===== config.mk =====
export PLATFORM = sky130hd
export DESIGN_NAME = lcd_ctrl_flat
export DESIGN_NICKNAME = d
export VERILOG_FILES = /design/src/rtl/lcd_ctrl_if.sv /design/src/rtl/lcd_ctrl.sv /design/src/flat_wrapper.sv
export SDC_FILE = /design/constraint.sdc
export NUM_CORES = 1
export LEC_CHECK = 0
export CAP_MARGIN = 20
export CORE_MARGIN = 1.5
export CORE_UTILIZATION = 30
export CTS_CLUSTER_SIZE = 10
export DETAILED_ROUTE_END_ITERATION = 16
export PLACE_DENSITY = 0.5
export SYNTH_ARGS = -nofsm -noshare
export SYNTH_HDL_FRONTEND = slang
export SYNTH_SLANG_ARGS = --single-unit

===== constraint.sdc =====
create_clock -name i_clk -period 3.9 [get_ports i_clk]
set_input_delay 0.39 -clock i_clk [delete_from_list [all_inputs] [get_ports i_clk]]
set_output_delay 0.39 -clock i_clk [all_outputs]
set_load 0.01 [all_outputs]

===== src/rtl/lcd_ctrl_if.sv =====
// LCD request channel between the LSU-side register shim and lcd_ctrl.
// Carries one {rs,data} byte per valid/ready handshake.
interface lcd_ctrl_if;
  logic       valid;
  logic       ready;
  logic       rs;
  logic [7:0] data;

  modport master (
    output valid, rs, data,
    input  ready
  );

  modport slave (
    input  valid, rs, data,
    output ready
  );
endinterface


===== src/rtl/lcd_ctrl.sv =====
// HD44780-style parallel LCD write controller.
// Queues bytes in a 4-deep FIFO and replays them with setup/EN/hold/wait timing.
module lcd_ctrl #(
  parameter int SETUP_CYC      = 2,
  parameter int EN_HIGH_CYC    = 25,
  parameter int HOLD_CYC       = 2,
  parameter int CMD_WAIT_CYC   = 2500,
  parameter int CLEAR_WAIT_CYC = 82000
) (
  input  logic       i_clk,
  input  logic       i_reset,
  lcd_ctrl_if.slave  req,
  input  logic       i_lcd_on,
  input  logic       i_lcd_blon,
  output logic [7:0] o_lcd_data,
  output logic       o_lcd_rs,
  output logic       o_lcd_rw,
  output logic       o_lcd_en,
  output logic       o_lcd_on,
  output logic       o_lcd_blon,
  output logic       o_busy
);

  localparam logic [19:0] SETUP_L = 20'(SETUP_CYC - 1);
  localparam logic [19:0] EN_L    = 20'(EN_HIGH_CYC - 1);
  localparam logic [19:0] HOLD_L  = 20'(HOLD_CYC - 1);
  localparam logic [19:0] CMD_L   = 20'(CMD_WAIT_CYC - 1);
  localparam logic [19:0] CLR_L   = 20'(CLEAR_WAIT_CYC - 1);

  typedef enum logic [2:0] {
    S_IDLE,
    S_SETUP,
    S_EN_HI,
    S_HOLD,
    S_WAIT
  } state_t;

  state_t      state, state_nxt;
  logic [19:0] cnt, cnt_nxt;
  logic [8:0]  mem [4];
  logic [1:0]  wptr, rptr;
  logic [2:0]  count;
  logic [8:0]  xfer;
  logic        full, empty;
  logic        push, pop;
  logic        is_clear;
  logic [19:0] wait_l;

  assign full      = (count == 3'd4);
  assign empty     = (count == 3'd0);
  assign req.ready = !i_reset && !full;
  assign push      = req.valid && req.ready;
  assign o_lcd_rw  = 1'b0;
  assign o_busy    = (state != S_IDLE) || !empty;

  // Clear (0x01) and return-home (0x02/0x03) need the long settle time
  assign is_clear = !xfer[8] && (xfer[7:2] == 6'd0)
                    && (xfer[1:0] != 2'd0);
  assign wait_l   = is_clear ? CLR_L : CMD_L;

  // FIFO storage; flushing is done through the pointers
  always_ff @(posedge i_clk) begin
    if (push) mem[wptr] <= {req.rs, req.data};
  end

  // FIFO pointers, occupancy and the transfer register
  always_ff @(posedge i_clk) begin
    if (i_reset) begin
      wptr  <= '0;
      rptr  <= '0;
      count <= '0;
      xfer  <= '0;
    end else begin
      if (push) wptr <= wptr + 2'd1;
      if (pop) begin
        rptr <= rptr + 2'd1;
        xfer <= mem[rptr];
      end
      count <= count + {2'b00, push} - {2'b00, pop};
    end
  end

  // FSM state and phase counter
  always_ff @(posedge i_clk) begin
    if (i_reset) begin
      state <= S_IDLE;
      cnt   <= '0;
    end else begin
      state <= state_nxt;
      cnt   <= cnt_nxt;
    end
  end

  // Next state: each timed phase ends when cnt reaches its limit
  always_comb begin
    state_nxt = state;
    cnt_nxt   = cnt;
    pop       = 1'b0;
    case (state)
      S_IDLE: begin
        if (!empty) begin
          pop       = 1'b1;
          state_nxt = S_SETUP;
          cnt_nxt   = '0;
        end
      end
      S_SETUP: begin
        if (cnt == SETUP_L) begin
          state_nxt = S_EN_HI;
          cnt_nxt   = '0;
        end else begin
          cnt_nxt = cnt + 20'd1;
        end
      end
      S_EN_HI: begin
        if (cnt == EN_L) begin
          state_nxt = S_HOLD;
          cnt_nxt   = '0;
        end else begin
          cnt_nxt = cnt + 20'd1;
        end
      end
      S_HOLD: begin
        if (cnt == HOLD_L) begin
          state_nxt = S_WAIT;
          cnt_nxt   = '0;
        end else begin
          cnt_nxt = cnt + 20'd1;
        end
      end
      S_WAIT: begin
        if (cnt == wait_l) begin
          state_nxt = S_IDLE;
          cnt_nxt   = '0;
        end else begin
          cnt_nxt = cnt + 20'd1;
        end
      end
      default: begin
        state_nxt = S_IDLE;
        cnt_nxt   = '0;
      end
    endcase
  end

  // Registered pins: bus driven SETUP..HOLD, EN only in EN_HI
  always_ff @(posedge i_clk) begin
    if (i_reset) begin
      o_lcd_data <= '0;
      o_lcd_rs   <= 1'b0;
      o_lcd_en   <= 1'b0;
      o_lcd_on   <= 1'b0;
      o_lcd_blon <= 1'b0;
    end else begin
      o_lcd_en   <= (state == S_EN_HI);
      o_lcd_on   <= i_lcd_on;
      o_lcd_blon <= i_lcd_blon;
      if (state inside {S_SETUP, S_EN_HI, S_HOLD}) begin
        o_lcd_rs   <= xfer[8];
        o_lcd_data <= xfer[7:0];
      end
    end
  end

endmodule


===== src/flat_wrapper.sv =====
// flat-port wrapper written by rule: the top's interface ports become plain ports
module lcd_ctrl_flat 
#(
  parameter int SETUP_CYC      = 2,
  parameter int EN_HIGH_CYC    = 25,
  parameter int HOLD_CYC       = 2,
  parameter int CMD_WAIT_CYC   = 2500,
  parameter int CLEAR_WAIT_CYC = 82000
)
  (i_clk, i_reset, i_lcd_on, i_lcd_blon, o_lcd_data, o_lcd_rs, o_lcd_rw, o_lcd_en, o_lcd_on, o_lcd_blon, o_busy, req_valid, req_rs, req_data, req_ready);
  lcd_ctrl_if req_i ();
  input  logic i_clk;
  input  logic i_reset;
  input  logic i_lcd_on;
  input  logic i_lcd_blon;
  output logic [7:0] o_lcd_data;
  output logic o_lcd_rs;
  output logic o_lcd_rw;
  output logic o_lcd_en;
  output logic o_lcd_on;
  output logic o_lcd_blon;
  output logic o_busy;
  input wire logic [$bits(req_i.valid)-1:0] req_valid;
  input wire logic [$bits(req_i.rs)-1:0] req_rs;
  input wire logic [$bits(req_i.data)-1:0] req_data;
  output wire logic [$bits(req_i.ready)-1:0] req_ready;
  assign req_i.valid = req_valid;
  assign req_i.rs = req_rs;
  assign req_i.data = req_data;
  assign req_ready = req_i.ready;
  lcd_ctrl #(.SETUP_CYC(SETUP_CYC), .EN_HIGH_CYC(EN_HIGH_CYC), .HOLD_CYC(HOLD_CYC), .CMD_WAIT_CYC(CMD_WAIT_CYC), .CLEAR_WAIT_CYC(CLEAR_WAIT_CYC)) u_core (.i_clk(i_clk), .i_reset(i_reset), .req(req_i), .i_lcd_on(i_lcd_on), .i_lcd_blon(i_lcd_blon), .o_lcd_data(o_lcd_data), .o_lcd_rs(o_lcd_rs), .o_lcd_rw(o_lcd_rw), .o_lcd_en(o_lcd_en), .o_lcd_on(o_lcd_on), .o_lcd_blon(o_lcd_blon), .o_busy(o_busy));
endmodule

# [Word level (Yosys, flattened, before mapping)]
# Memories as Yosys holds them, arrays and structs flattened. A register that Yosys moved wholly into a read port is not among the register bits.
# Index checks and enable logic that the tools add are counted.
[totals] ramBits=36 memories=1 register_bits=42 elab_cells=62
[classes] eq_ne=13 reduce_logical=17 n_mux=16 n_addsub=5
[memory_table] name="u_core.mem" words=4 width=9 read_ports=1 rd_clocked_by_memory_dff=1 write_ports=1 line="lcd_ctrl.sv:40" text="logic [8:0] mem [4];"
[ops] op="$mux W20" n=4
[ops] op="$pmux W20 S4" n=1
[ops] op="$add A20 B1 Y20 const B" n=1
[ops] op="$eq A20 B1 Y1 const B" n=1
[ops] op="$eq A20 B20 Y1" n=1
[ops] op="$eq A20 B5 Y1 const B" n=1
[ops] op="$mux W17" n=1
[ops] op="$mux W3" n=5
[ops] op="$pmux W3 S5" n=1
[ops] op="$ne A2 B1 Y1 const B" n=4
[ops] op="$eq A3 B2 Y1 const B" n=2
[ops] op="$eq A3 B3 Y1 const B" n=2
[ops] op="$logic_not A3 Y1" n=2
[ops] op="$logic_not A6 Y1" n=1
[ops] op="$reduce_bool A3 Y1" n=2
[ops] op="$reduce_and A5 Y1" n=1
[ops] op="$add A2 B1 Y2 const B" n=2
[ops] op="$logic_and A1 B1 Y1" n=4
[ops] op="$logic_not A1 Y1" n=4
[ops] op="$mux W1" n=4
[ops] op="$add A3 B1 Y3" n=1
[ops] op="$eq A3 B1 Y1 const B" n=1
[ops] op="$sub A3 B1 Y3" n=1
[ops] op="$ne A2 B2 Y1 const B" n=1
[ops] op="3 further kinds" n=3

# [Longest topological paths before layout]
# Gate-level depths: netlist of the first run.
[logic_depth] word_depth=7 depth_mapped=14 ltp_nobuf=11

# [Worst setup path after synthesis of the first run]
# Ideal clock, no wire load.
[synth_path] path_type="reg2reg" from="reg u_core.count[1]" to="reg u_core.count[2]" stages_incl_launch_ff=14 setup_ps=128 t_arrival_ps=2377 slack_ps=1396 t_required_ps=3772 synth_period_minus_slack_ps=2504 path_cell_list="dfxtp_1 > nor3_1 > nand2b_1 > clkbuf_1 > inv_1 > buf_2 > ha_1 > inv_1 > ha_1 > inv_1 > fa_1 > xor2_1 > xnor2_1 > nor2_1"
[synth_via] elab_cells_between_ends=9
[synth_rtl] element="start, declared" line="lcd_ctrl.sv:42" text="logic [2:0] count;"
[synth_rtl] element="start signal, assigned" line="lcd_ctrl.sv:79" text="count <= count + {2'b00, push} - {2'b00, pop};"
[synth_rtl] element="$logic_not A3 Y1" line="lcd_ctrl.sv:50" text="assign empty = (count == 3'd0);"
[synth_rtl] element="$mux W1" line="lcd_ctrl.sv:101" text="if (!empty) begin"
[synth_rtl] element="$mux W1" line="lcd_ctrl.sv:99" text="case (state)"
[synth_rtl] element="net u_core.pop" line="lcd_ctrl.sv:45" text="logic push, pop;"
[synth_rtl] element="$sub A3 B1 Y3" line="lcd_ctrl.sv:79"
# The timed path passes the listed nets, and every way through them passes these cells.
# A chain may end at the register's enable or synchronous reset.

# [Worst setup path in the final report of the first run]
[layout_path] from="reg u_core.state[2]" to="reg u_core.count[2]"
[layout_via] elab_chain_len=3
[layout_lines] element="start, declared" line="lcd_ctrl.sv:38" text="state_t state, state_nxt;"
[layout_lines] element="start signal, assigned" line="lcd_ctrl.sv:89" text="state <= state_nxt;"
[layout_lines] element="$logic_not A3 Y1" line="lcd_ctrl.sv:99"
[layout_lines] element="$mux W1" line="lcd_ctrl.sv:99"
[layout_lines] element="$sub A3 B1 Y3" line="lcd_ctrl.sv:79"
# Every way passes these cells.

==> impl_results.html, run 1 <==
<table>
<tr><th>Metric</th><th>Value</th></tr>
<tr><th colspan="2">Run status</th></tr>
<tr><td>Outcome</td><td>finished clean</td></tr>
<tr><th colspan="2">Floorplanning</th></tr>
<tr><td>Number of top-level design ports</td><td>29</td></tr>
<tr><td>Die Y-Extent</td><td>118 microns</td></tr>
<tr><td>Die Width</td><td>118 microns</td></tr>
<tr><td>Total Die Area</td><td>13900 sq um</td></tr>
<tr><td>Starting density of the core</td><td>between 30% and 40%</td></tr>
<tr><td>Core region area</td><td>12800 sq um</td></tr>
<tr><td>Number of rows created at floorplan</td><td>41</td></tr>
<tr><th colspan="2">Route</th></tr>
<tr><td>Routed length per placed instance</td><td>roughly 15 microns</td></tr>
<tr><td>Count of routing violations after the opening detailed-route iteration</td><td>167</td></tr>
<tr><td>Vias per std cell</td><td>4.88</td></tr>
<tr><td>Post-route antenna net violation count</td><td>0</td></tr>
<tr><td>Vias</td><td>around 2800</td></tr>
<tr><td>Number of optimization iterations in the first detailed-route pass</td><td>4</td></tr>
<tr><td>DRC viols</td><td>0</td></tr>
<tr><td>Final routed wirelength across all metal layers</td><td>8290 microns</td></tr>
<tr><th colspan="2">Worst setup path</th></tr>
<tr><td>Worst path top cell family by delay</td><td>adder cells</td></tr>
<tr><td>Slowest-stage cell, CP</td><td>sky130_fd_sc_hd__dfxtp_1</td></tr>
<tr><td>Type of origin of the critical path</td><td>flop</td></tr>
<tr><td>Crit path DAT</td><td>2850 ps</td></tr>
<tr><td>Number of buffer and inverter stages on the critical path</td><td>3</td></tr>
<tr><td>Worst-path maximum fanout</td><td>12</td></tr>
<tr><td>Critical path type</td><td>flop to flop</td></tr>
<tr><td>Required time of the critical path</td><td>4110 ps</td></tr>
<tr><td>Highest cell delay on the worst timing path</td><td>530 ps</td></tr>
<tr><td>Worst path cell trace</td><td>nor3_1, nand2b_1, inv_1, ha_1, inv_1, ha_1, inv_1, fa_1, xor2_1, xnor2_1, nor2_1</td></tr>
<tr><td>Cell type with the highest occurrence count on the critical path</td><td>sky130_fd_sc_hd__inv_1</td></tr>
<tr><td>CP Capture Type</td><td>flop</td></tr>
<tr><th colspan="2">Min path</th></tr>
<tr><td>Min-delay worst type</td><td>flop to flop</td></tr>
<tr><th colspan="2">Place</th></tr>
<tr><td>DP Cell Count</td><td>553</td></tr>
<tr><td>Port buffer count</td><td>27</td></tr>
<tr><td>Sum of net half-perimeters after detailed placement</td><td>5570 microns</td></tr>
<tr><td>Final GP Congestion</td><td>0.786</td></tr>
<tr><th colspan="2">STA</th></tr>
<tr><td>Highest clock frequency the design can meet</td><td>379 MHz</td></tr>
<tr><td>Worst setup skew after layout</td><td>7.55 ps</td></tr>
<tr><td>Post-route minimum period</td><td>2640 ps</td></tr>
<tr><td>Setup_tns</td><td>0 ps</td></tr>
<tr><td>Fin. Hold Viols</td><td>0</td></tr>
<tr><td>Max_slew headroom</td><td>49.2%</td></tr>
<tr><td>Period Utilization, post-route</td><td>67.6%</td></tr>
<tr><td>Max-slew violation count</td><td>0</td></tr>
<tr><td>Setup repair after global routing missed its margin</td><td>no</td></tr>
<tr><td>Worst-Margin Slew</td><td>approximately 760 ps</td></tr>
<tr><td>Final setup violating endpoints</td><td>0</td></tr>
<tr><th colspan="2">Clock tree</th></tr>
<tr><td>Clock insertion delay at the later pin of the skew report</td><td>350 ps</td></tr>
<tr><td>Post-CTS setup buffer count</td><td>0</td></tr>
<tr><td>Number of buffers inserted during clock tree synthesis</td><td>9</td></tr>
<tr><td>Cells resized by post-CTS repair</td><td>0</td></tr>
<tr><td>Buffer levels on the longest clock path</td><td>2</td></tr>
<tr><td># H-tree levels</td><td>3</td></tr>
<tr><td>Clock tree root driver cell</td><td>sky130_fd_sc_hd__clkbuf_16</td></tr>
<tr><td>Clock-pin slew of the registers on the worst-case setup and hold paths</td><td>70 ps</td></tr>
<tr><td>CTS tree</td><td>done</td></tr>
<tr><td>CTS sink cnt</td><td>just under 90</td></tr>
<tr><td>Hold_buf cts</td><td>0</td></tr>
<tr><th colspan="2">Logic synthesis</th></tr>
<tr><td>Post-synth top cells</td><td>sky130_fd_sc_hd__nand2_1, sky130_fd_sc_hd__dfxtp_1, sky130_fd_sc_hd__edfxtp_1</td></tr>
<tr><td>Post-synthesis cell type with the largest combined area</td><td>sky130_fd_sc_hd__edfxtp_1</td></tr>
<tr><td>Net count after synthesis</td><td>approximately 400</td></tr>
<tr><td>Cell types with the largest area share after synthesis</td><td>sky130_fd_sc_hd__edfxtp_1, sky130_fd_sc_hd__dfxtp_1, sky130_fd_sc_hd__nand2_1</td></tr>
<tr><td>Fraction of synthesized cell area taken by the top area cell type</td><td>around 27%</td></tr>
<tr><td>Number of instances in the synthesized netlist</td><td>378</td></tr>
<tr><td>Number of synthesized flops with an enable pin</td><td>36</td></tr>
<tr><td>Async set-reset flop share out of synthesis</td><td>0%</td></tr>
<tr><td>Cell with the most instances after synthesis</td><td>sky130_fd_sc_hd__nand2_1</td></tr>
<tr><td>Post-Syn Area</td><td>3970 sq um</td></tr>
<tr><td>Top_reg_cell synth</td><td>sky130_fd_sc_hd__dfxtp_1</td></tr>
<tr><td>Yosys warning total</td><td>0</td></tr>
<tr><td>Yosys cell types</td><td>54</td></tr>
<tr><td>Mean instance size in the synthesized netlist</td><td>roughly 11 sq um</td></tr>
<tr><td>FF+latch count, synth</td><td>87</td></tr>
<tr><td>Register area share after synthesis</td><td>52.9%</td></tr>
<tr><th colspan="2">Run</th></tr>
<tr><td>MaxCap Viol Count</td><td>0</td></tr>
<tr><th colspan="2">Cells and area</th></tr>
<tr><td>Final Non-Filler Cells</td><td>569</td></tr>
<tr><td>Diodes inserted</td><td>0</td></tr>
<tr><td>Post-layout nets</td><td>between 400 and 500</td></tr>
<tr><td>Share of the core filled with cells in the final layout</td><td>a little over a third</td></tr>
<tr><td>Relative area change from synthesis to final layout</td><td>16.1%</td></tr>
<tr><td>Layout cell share with drive strength beyond 1</td><td>10.6%</td></tr>
<tr><th colspan="2">Global route</th></tr>
<tr><td>Number of global-route vias before repair</td><td>2592</td></tr>
<tr><td>First-pass GRT wire length</td><td>13700 microns</td></tr>
<tr><td>Overall global routing resource usage</td><td>12.7%</td></tr>
<tr><td>Maximum number of pins on one net before global-route repair</td><td>50</td></tr>
<tr><td>Sum of overflow across all layers after global routing</td><td>0</td></tr>
<tr><td>Antenna violations before repair</td><td>0</td></tr>
<tr><th colspan="2">Power</th></tr>
<tr><td>Cell leakage power</td><td>1.53 nW</td></tr>
<tr><td>Maximum resistive drop on vdd</td><td>roughly 0.00024 V</td></tr>
<tr><td>Power density over the cells</td><td>612 nW/um^2</td></tr>
</table>
worst register-to-register path, cell delays in order, from the launching register on:
cell                       delay [ps]
sky130_fd_sc_hd__dfxtp_1          530
sky130_fd_sc_hd__nor3_1           120
sky130_fd_sc_hd__nand2b_1         280
sky130_fd_sc_hd__inv_1            260
sky130_fd_sc_hd__ha_1             350
sky130_fd_sc_hd__inv_1             50
sky130_fd_sc_hd__ha_1             130
sky130_fd_sc_hd__inv_1             50
sky130_fd_sc_hd__fa_1             370
sky130_fd_sc_hd__xor2_1           170
sky130_fd_sc_hd__xnor2_1          140
sky130_fd_sc_hd__nor2_1            60
area by class of cell:
cell class / count / area, sq um
Fill cell: 1259 / 8160
Sequential cell: 87 / 2100
Multi-Input combinational cell: 251 / 1680
Timing Repair Buffer: 28 / 273
Clock buffer: 9 / 225
Tap cell: 172 / 215
Clock inverter: 7 / 60.1
Inverter: 15 / 56.3
where the power goes:
part,total [mW],leakage (nW),switching [mW],internal (mW)
logic,0.806,0.649,0.472,0.335
clock network,0.829,0.138,0.384,0.445
registers,1.19,0.742,0.125,1.06
total,2.82,1.53,0.981,1.84
per-layer routing:
metal  routed length, microns  GRT usage (%)  up-vias
li1                         -              -     1394
met1                     4120           17.5     1316
met2                     3630           18.4       56
met3                      413           4.12       11
met4                      133           5.26        0
met5                        0              0        -
stage by stage:
stage	cell area, sq um	total power, mW	setup WS (ps)	hold WS [ps]
after detailed placement	4330	2.03	1250	449
final	4610	2.82	1260	454
after floorplan	3970	1.81	1400	445
after global routing	4610	3.02	982	475
after CTS	4610	2.87	1220	458
after global placement	4330	2.01	1320	445
final timing paths:
path	to	cells past startpoint	slack, ps	startpoint
setup / recovery	u_core.count[2]	11	1260	u_core.state[2]
hold / removal	u_core.o_lcd_data[1]	2	450	u_core.o_lcd_data[1]
setup reg to reg	u_core.count[2]	11	1260	u_core.state[2]
hold reg to reg	u_core.o_lcd_data[1]	2	450	u_core.o_lcd_data[1]
cells in the final DEF, fill, tap and decap left out, types with 2 or more instances in the layout:
master / netlist / final
sky130_fd_sc_hd__edfxtp_1: 36 / 36
sky130_fd_sc_hd__nand2_1: 59 / 59
sky130_fd_sc_hd__o21ai_0: 8 / 8
sky130_fd_sc_hd__and4b_1: 2 / 2
sky130_fd_sc_hd__a31oi_1: 9 / 9
sky130_fd_sc_hd__a21oi_1: 30 / 30
sky130_fd_sc_hd__and4_1: 2 / 2
sky130_fd_sc_hd__nor2_1: 27 / 27
sky130_fd_sc_hd__inv_1: 15 / 15
sky130_fd_sc_hd__nor4_1: 5 / 5
sky130_fd_sc_hd__xnor2_1: 5 / 5
sky130_fd_sc_hd__nand3_1: 12 / 12
sky130_fd_sc_hd__a31oi_4: 2 / 2
sky130_fd_sc_hd__and2_1: 3 / 3
sky130_fd_sc_hd__inv_8: 0 / 2
sky130_fd_sc_hd__nand4_1: 4 / 4
sky130_fd_sc_hd__inv_6: 0 / 3
sky130_fd_sc_hd__nor2b_1: 3 / 3
sky130_fd_sc_hd__nor3_1: 10 / 10
sky130_fd_sc_hd__ha_1: 9 / 9
sky130_fd_sc_hd__xor2_1: 3 / 3
sky130_fd_sc_hd__clkbuf_16: 0 / 9
sky130_fd_sc_hd__nor4b_2: 2 / 2
sky130_fd_sc_hd__nor4_2: 2 / 2
sky130_fd_sc_hd__mux4_2: 9 / 9
sky130_fd_sc_hd__clkdlybuf4s50_1: 0 / 26
sky130_fd_sc_hd__a311oi_1: 4 / 4
sky130_fd_sc_hd__and3_1: 8 / 8
sky130_fd_sc_hd__dfxtp_1: 51 / 51
sky130_fd_sc_hd__nor3_2: 2 / 2
sky130_fd_sc_hd__o21ai_1: 8 / 8
sky130_fd_sc_hd__or3_1: 2 / 2
cell families after synthesis:
family | count (synthesis) | share of synthesized area, %
AO/OA/AOI/OAI | 74 | 12.3
XOR/XNOR | 8 | 1.76
adder cells (fa/ha/maj) | 10 | 3.34
buffers and inverters | 40 | 4.76
flip-flops | 87 | 52.9
multiplexers | 10 | 5.67
other | 1 | 0.0944
AND/OR/NAND/NOR | 148 | 19.1
state kept, by name, summed over array words and instances (netlist names):
signal / flops
u_core.mem: 36
u_core.cnt: 20
u_core.xfer: 9
u_core.o_lcd_data: 8
u_core.count: 3
u_core.state: 3
u_core.rptr: 2
u_core.wptr: 2
u_core.o_lcd_blon: 1
u_core.o_lcd_en: 1
u_core.o_lcd_on: 1
u_core.o_lcd_rs: 1
Note: power is estimated with default switching activity, not from simulation.
==> inputs of run 2 (changes only) <==
==> constraint.sdc (replaced) <==
create_clock -name i_clk -period 2.52 [get_ports i_clk]
set_input_delay 0.252 -clock i_clk [delete_from_list [all_inputs] [get_ports i_clk]]
set_output_delay 0.252 -clock i_clk [all_outputs]
set_load 0.01 [all_outputs]
==> run 2 against run 1 <==
Against the previous run:
- worst setup slack worse by 910 ps
- design area rose by 1.5%
- critical path depth is 5 lower
- clock skew up 4.5 ps
- worst hold slack better by 1.3 ps
- global-route usage is essentially flat
- total power up 58%
- die area is the same
- sequential cell count did not move
- via count grew 0.97%
==> impl_results.html, run 2 (synthesis results as in run 1) <==
<table>
<tr><th>Metric</th><th>Value</th></tr>
<tr><th colspan="2">Cells and area</th></tr>
<tr><td>Most frequent standard cell in the layout excluding fill and tap cells</td><td>sky130_fd_sc_hd__nand2_1 (unchanged)</td></tr>
<tr><td>Biggest register</td><td>u_core.mem (unchanged)</td></tr>
<tr><td>Share of the core filled with cells in the final layout</td><td>36.6% (was 36.1%)</td></tr>
<tr><td>Max FFs per register</td><td>36 (unchanged)</td></tr>
<tr><td>Post-layout nets</td><td>425 (was 416)</td></tr>
<tr><td>Top flop regs</td><td>u_core.mem x36, u_core.cnt x20, u_core.xfer x9 (unchanged)</td></tr>
<tr><td>Layout cell share with drive strength beyond 1</td><td>12.8% (was 10.6%)</td></tr>
<tr><td>Relative area change from synthesis to final layout</td><td>17.9% (was 16.1%)</td></tr>
<tr><td>Commonest cells after routing, fill and taps aside</td><td>sky130_fd_sc_hd__nand2_1, sky130_fd_sc_hd__dfxtp_1, sky130_fd_sc_hd__edfxtp_1, sky130_fd_sc_hd__a21oi_1, sky130_fd_sc_hd__nor2_1 (unchanged)</td></tr>
<tr><td>Diodes inserted</td><td>0 (unchanged)</td></tr>
<tr><td>Fill cell count</td><td>1267 (was 1259)</td></tr>
<tr><th colspan="2">Run</th></tr>
<tr><td>MaxCap Viol Count</td><td>0 (unchanged)</td></tr>
<tr><th colspan="2">Power</th></tr>
<tr><td>Int Power</td><td>2.93 mW (was 1.84 mW)</td></tr>
<tr><td>Comb pwr share</td><td>30.9% (was 28.6%)</td></tr>
<tr><td>Switching fraction of total power</td><td>34.4% (was 34.7%)</td></tr>
<tr><td>Total net switching power</td><td>1.54 mW (was 981 uW)</td></tr>
<tr><td>Cell leakage power</td><td>1.58 nW (was 1.53 nW)</td></tr>
<tr><td>Power density over the cells</td><td>956 nW/um^2 (was 612 nW/um^2)</td></tr>
<tr><td>Relative contribution of sequential cells to total power</td><td>40.4% (was 42.1%)</td></tr>
<tr><td>Relative contribution of the clock network to total power</td><td>28.7% (was 29.4%)</td></tr>
<tr><td>Maximum resistive drop on vdd</td><td>0.000386 V (was 0.000236 V)</td></tr>
<tr><th colspan="2">Route</th></tr>
<tr><td>Vias</td><td>2804 (was 2777)</td></tr>
<tr><td>Number of optimization iterations in the first detailed-route pass</td><td>6 (was 4)</td></tr>
<tr><td>Count of routing violations after the opening detailed-route iteration</td><td>231 (was 167)</td></tr>
<tr><td>Vias per std cell</td><td>4.85 (was 4.88)</td></tr>
<tr><td>Post-route antenna net violation count</td><td>0 (unchanged)</td></tr>
<tr><td>DRC viols</td><td>0 (unchanged)</td></tr>
<tr><td>Final routed wirelength across all metal layers</td><td>8400 microns (was 8290 microns)</td></tr>
<tr><td>Routed length per placed instance</td><td>14.5 microns (was 14.6 microns)</td></tr>
<tr><th colspan="2">Global route</th></tr>
<tr><td>Antenna violations before repair</td><td>0 (unchanged)</td></tr>
<tr><td>Sum of overflow across all layers after global routing</td><td>0 (unchanged)</td></tr>
<tr><td>Overall global routing resource usage</td><td>12.7% (about the same)</td></tr>
<tr><td>Number of global-route vias before repair</td><td>2734 (was 2592)</td></tr>
<tr><td>Maximum number of pins on one net before global-route repair</td><td>50 (unchanged)</td></tr>
<tr><td>First-pass GRT wire length</td><td>14100 microns (was 13700 microns)</td></tr>
<tr><th colspan="2">STA</th></tr>
<tr><td>Worst setup skew after layout</td><td>12.0 ps (was 7.55 ps)</td></tr>
<tr><td>Fin. Hold Viols</td><td>0 (unchanged)</td></tr>
<tr><td>Final setup violating endpoints</td><td>0 (unchanged)</td></tr>
<tr><td>Max_slew headroom</td><td>53.6% (was 49.2%)</td></tr>
<tr><td>Setup_tns</td><td>0 ps (unchanged)</td></tr>
<tr><td>Period Utilization, post-route</td><td>86.1% (was 67.6%)</td></tr>
<tr><td>Worst-Margin Slew</td><td>693 ps (was 759 ps)</td></tr>
<tr><td>Highest clock frequency the design can meet</td><td>461 MHz (was 379 MHz)</td></tr>
<tr><td>Max-slew violation count</td><td>0 (unchanged)</td></tr>
<tr><td>Worst hold margin</td><td>455 ps (was 454 ps)</td></tr>
<tr><td>Setup repair after global routing missed its margin</td><td>no (unchanged)</td></tr>
<tr><td>Post-route minimum period</td><td>2170 ps (was 2640 ps)</td></tr>
<tr><th colspan="2">Clock tree</th></tr>
<tr><td>Cells resized by post-CTS repair</td><td>0 (unchanged)</td></tr>
<tr><td>CTS tree</td><td>done (unchanged)</td></tr>
<tr><td>Hold_buf cts</td><td>0 (unchanged)</td></tr>
<tr><td>Clock tree root driver cell</td><td>sky130_fd_sc_hd__clkbuf_16 (unchanged)</td></tr>
<tr><td>CTS sink cnt</td><td>87 (unchanged)</td></tr>
<tr><td># H-tree levels</td><td>3 (unchanged)</td></tr>
<tr><td>Number of buffers inserted during clock tree synthesis</td><td>9 (unchanged)</td></tr>
<tr><td>Buffer levels on the longest clock path</td><td>2 (unchanged)</td></tr>
<tr><td>Clock-pin slew of the registers on the worst-case setup and hold paths</td><td>70 ps (about the same)</td></tr>
<tr><td>Post-CTS setup buffer count</td><td>0 (unchanged)</td></tr>
<tr><td>Clock insertion delay at the later pin of the skew report</td><td>340 ps (was 350 ps)</td></tr>
<tr><th colspan="2">Floorplanning</th></tr>
<tr><td>Core region area</td><td>12800 sq um (unchanged)</td></tr>
<tr><td>Die Width</td><td>118 microns (unchanged)</td></tr>
<tr><td>Total Die Area</td><td>13900 sq um (unchanged)</td></tr>
<tr><td>Die Y-Extent</td><td>118 microns (unchanged)</td></tr>
<tr><td>Number of top-level design ports</td><td>29 (unchanged)</td></tr>
<tr><td>Number of rows created at floorplan</td><td>41 (unchanged)</td></tr>
<tr><td>Starting density of the core</td><td>31.1% (unchanged)</td></tr>
<tr><th colspan="2">Worst setup path</th></tr>
<tr><td>Worst-path maximum fanout</td><td>7 (was 12)</td></tr>
<tr><td>Required time of the critical path</td><td>2750 ps (was 4110 ps)</td></tr>
<tr><td>Critical path type</td><td>flop to flop (unchanged)</td></tr>
<tr><td>CP Capture Type</td><td>flop (unchanged)</td></tr>
<tr><td>Type of origin of the critical path</td><td>flop (unchanged)</td></tr>
<tr><td>R2R Setup Slk</td><td>350 ps (was 1260 ps)</td></tr>
<tr><td>Crit path DAT</td><td>2400 ps (was 2850 ps)</td></tr>
<tr><th colspan="2">Run status</th></tr>
<tr><td>Outcome</td><td>finished clean (unchanged)</td></tr>
<tr><th colspan="2">Place</th></tr>
<tr><td>Port buffer count</td><td>27 (unchanged)</td></tr>
<tr><td>Sum of net half-perimeters after detailed placement</td><td>5850 microns (was 5570 microns)</td></tr>
<tr><td>Final GP Congestion</td><td>0.826 (was 0.786)</td></tr>
<tr><th colspan="2">Min path</th></tr>
<tr><td>Min-delay worst type</td><td>flop to flop (unchanged)</td></tr>
</table>
## run 2: layout make-up
type,instances,area [sq um],share of cell area (%)
flip-flops and latches,87,2100,44.9
multi-input cells,251,1680,35.9
repair buffers,37,340,7.27
clock buffers,9,225,4.81
well taps,172,215,4.60
clock inverters,7,61.3,1.31
inverters,15,56.3,1.20
## run 2: power groups by stage
stage	Combinational [mW]	Sequential, mW	Clock, mW
after floorplan	1.01	1.79	0
after global placement	1.39	1.83	0
after detailed placement	1.40	1.84	0
after CTS	1.40	1.81	1.32
after global routing	1.56	1.84	1.39
final	1.38	1.81	1.28
## run 2: per-stage QoR
step           instance area [sq um]  worst slack [ps]  power, mW  std cells
6_report                        4680               350       4.47        578
5_1_grt                         4680               144       4.79        578
4_1_cts                         4680               319       4.53        578
3_5_place_dp                    4390               354       3.24        562
3_3_place_gp                    4390               399       3.22        562
2_1_floorplan                   3970              15.8       2.80        378
## run 2: path summary, 6_finish.rpt
| kind | startpoint | to | cells past startpoint |
|---|---|---|---|
| worst max-delay path | u_core.cnt[0] | u_core.cnt[16] | 6 |
| worst min-delay path | u_core.o_lcd_data[3] | u_core.o_lcd_data[3] | 2 |
| worst max register to register | u_core.cnt[0] | u_core.cnt[16] | 6 |
| worst min register to register | u_core.o_lcd_data[3] | u_core.o_lcd_data[3] | 2 |
## run 2: per-layer routing
layer  GRT usage [%]  vias up  share of wire [%]
li1                -     1409                  -
met1            17.5     1329                 51
met2            19.0       62                 44
met3            4.36        4                4.3
met4            3.66        0                1.1
met5               0        -                  0
## run 2: worst max-delay path, stage by stage, from the launching register on
cell and delay, ps:
sky130_fd_sc_hd__dfxtp_1 460, sky130_fd_sc_hd__ha_1 280, sky130_fd_sc_hd__nand3_1 160, sky130_fd_sc_hd__nor4_2 520
sky130_fd_sc_hd__nand4_1 180, sky130_fd_sc_hd__and4_1 220, sky130_fd_sc_hd__a221o_1 240
==> inputs of run 3 (changes only) <==
--- a/config.mk
+++ b/config.mk
@@ -8,7 +8,6 @@
 export CAP_MARGIN = 20
 export CORE_MARGIN = 1.5
 export CORE_UTILIZATION = 30
-export CTS_CLUSTER_SIZE = 10
 export DETAILED_ROUTE_END_ITERATION = 16
 export PLACE_DENSITY = 0.5
 export SYNTH_ARGS = -nofsm -noshare
==> results of run 3 <==
The final DEF is identical to that of run 2; final timing and power are the same.
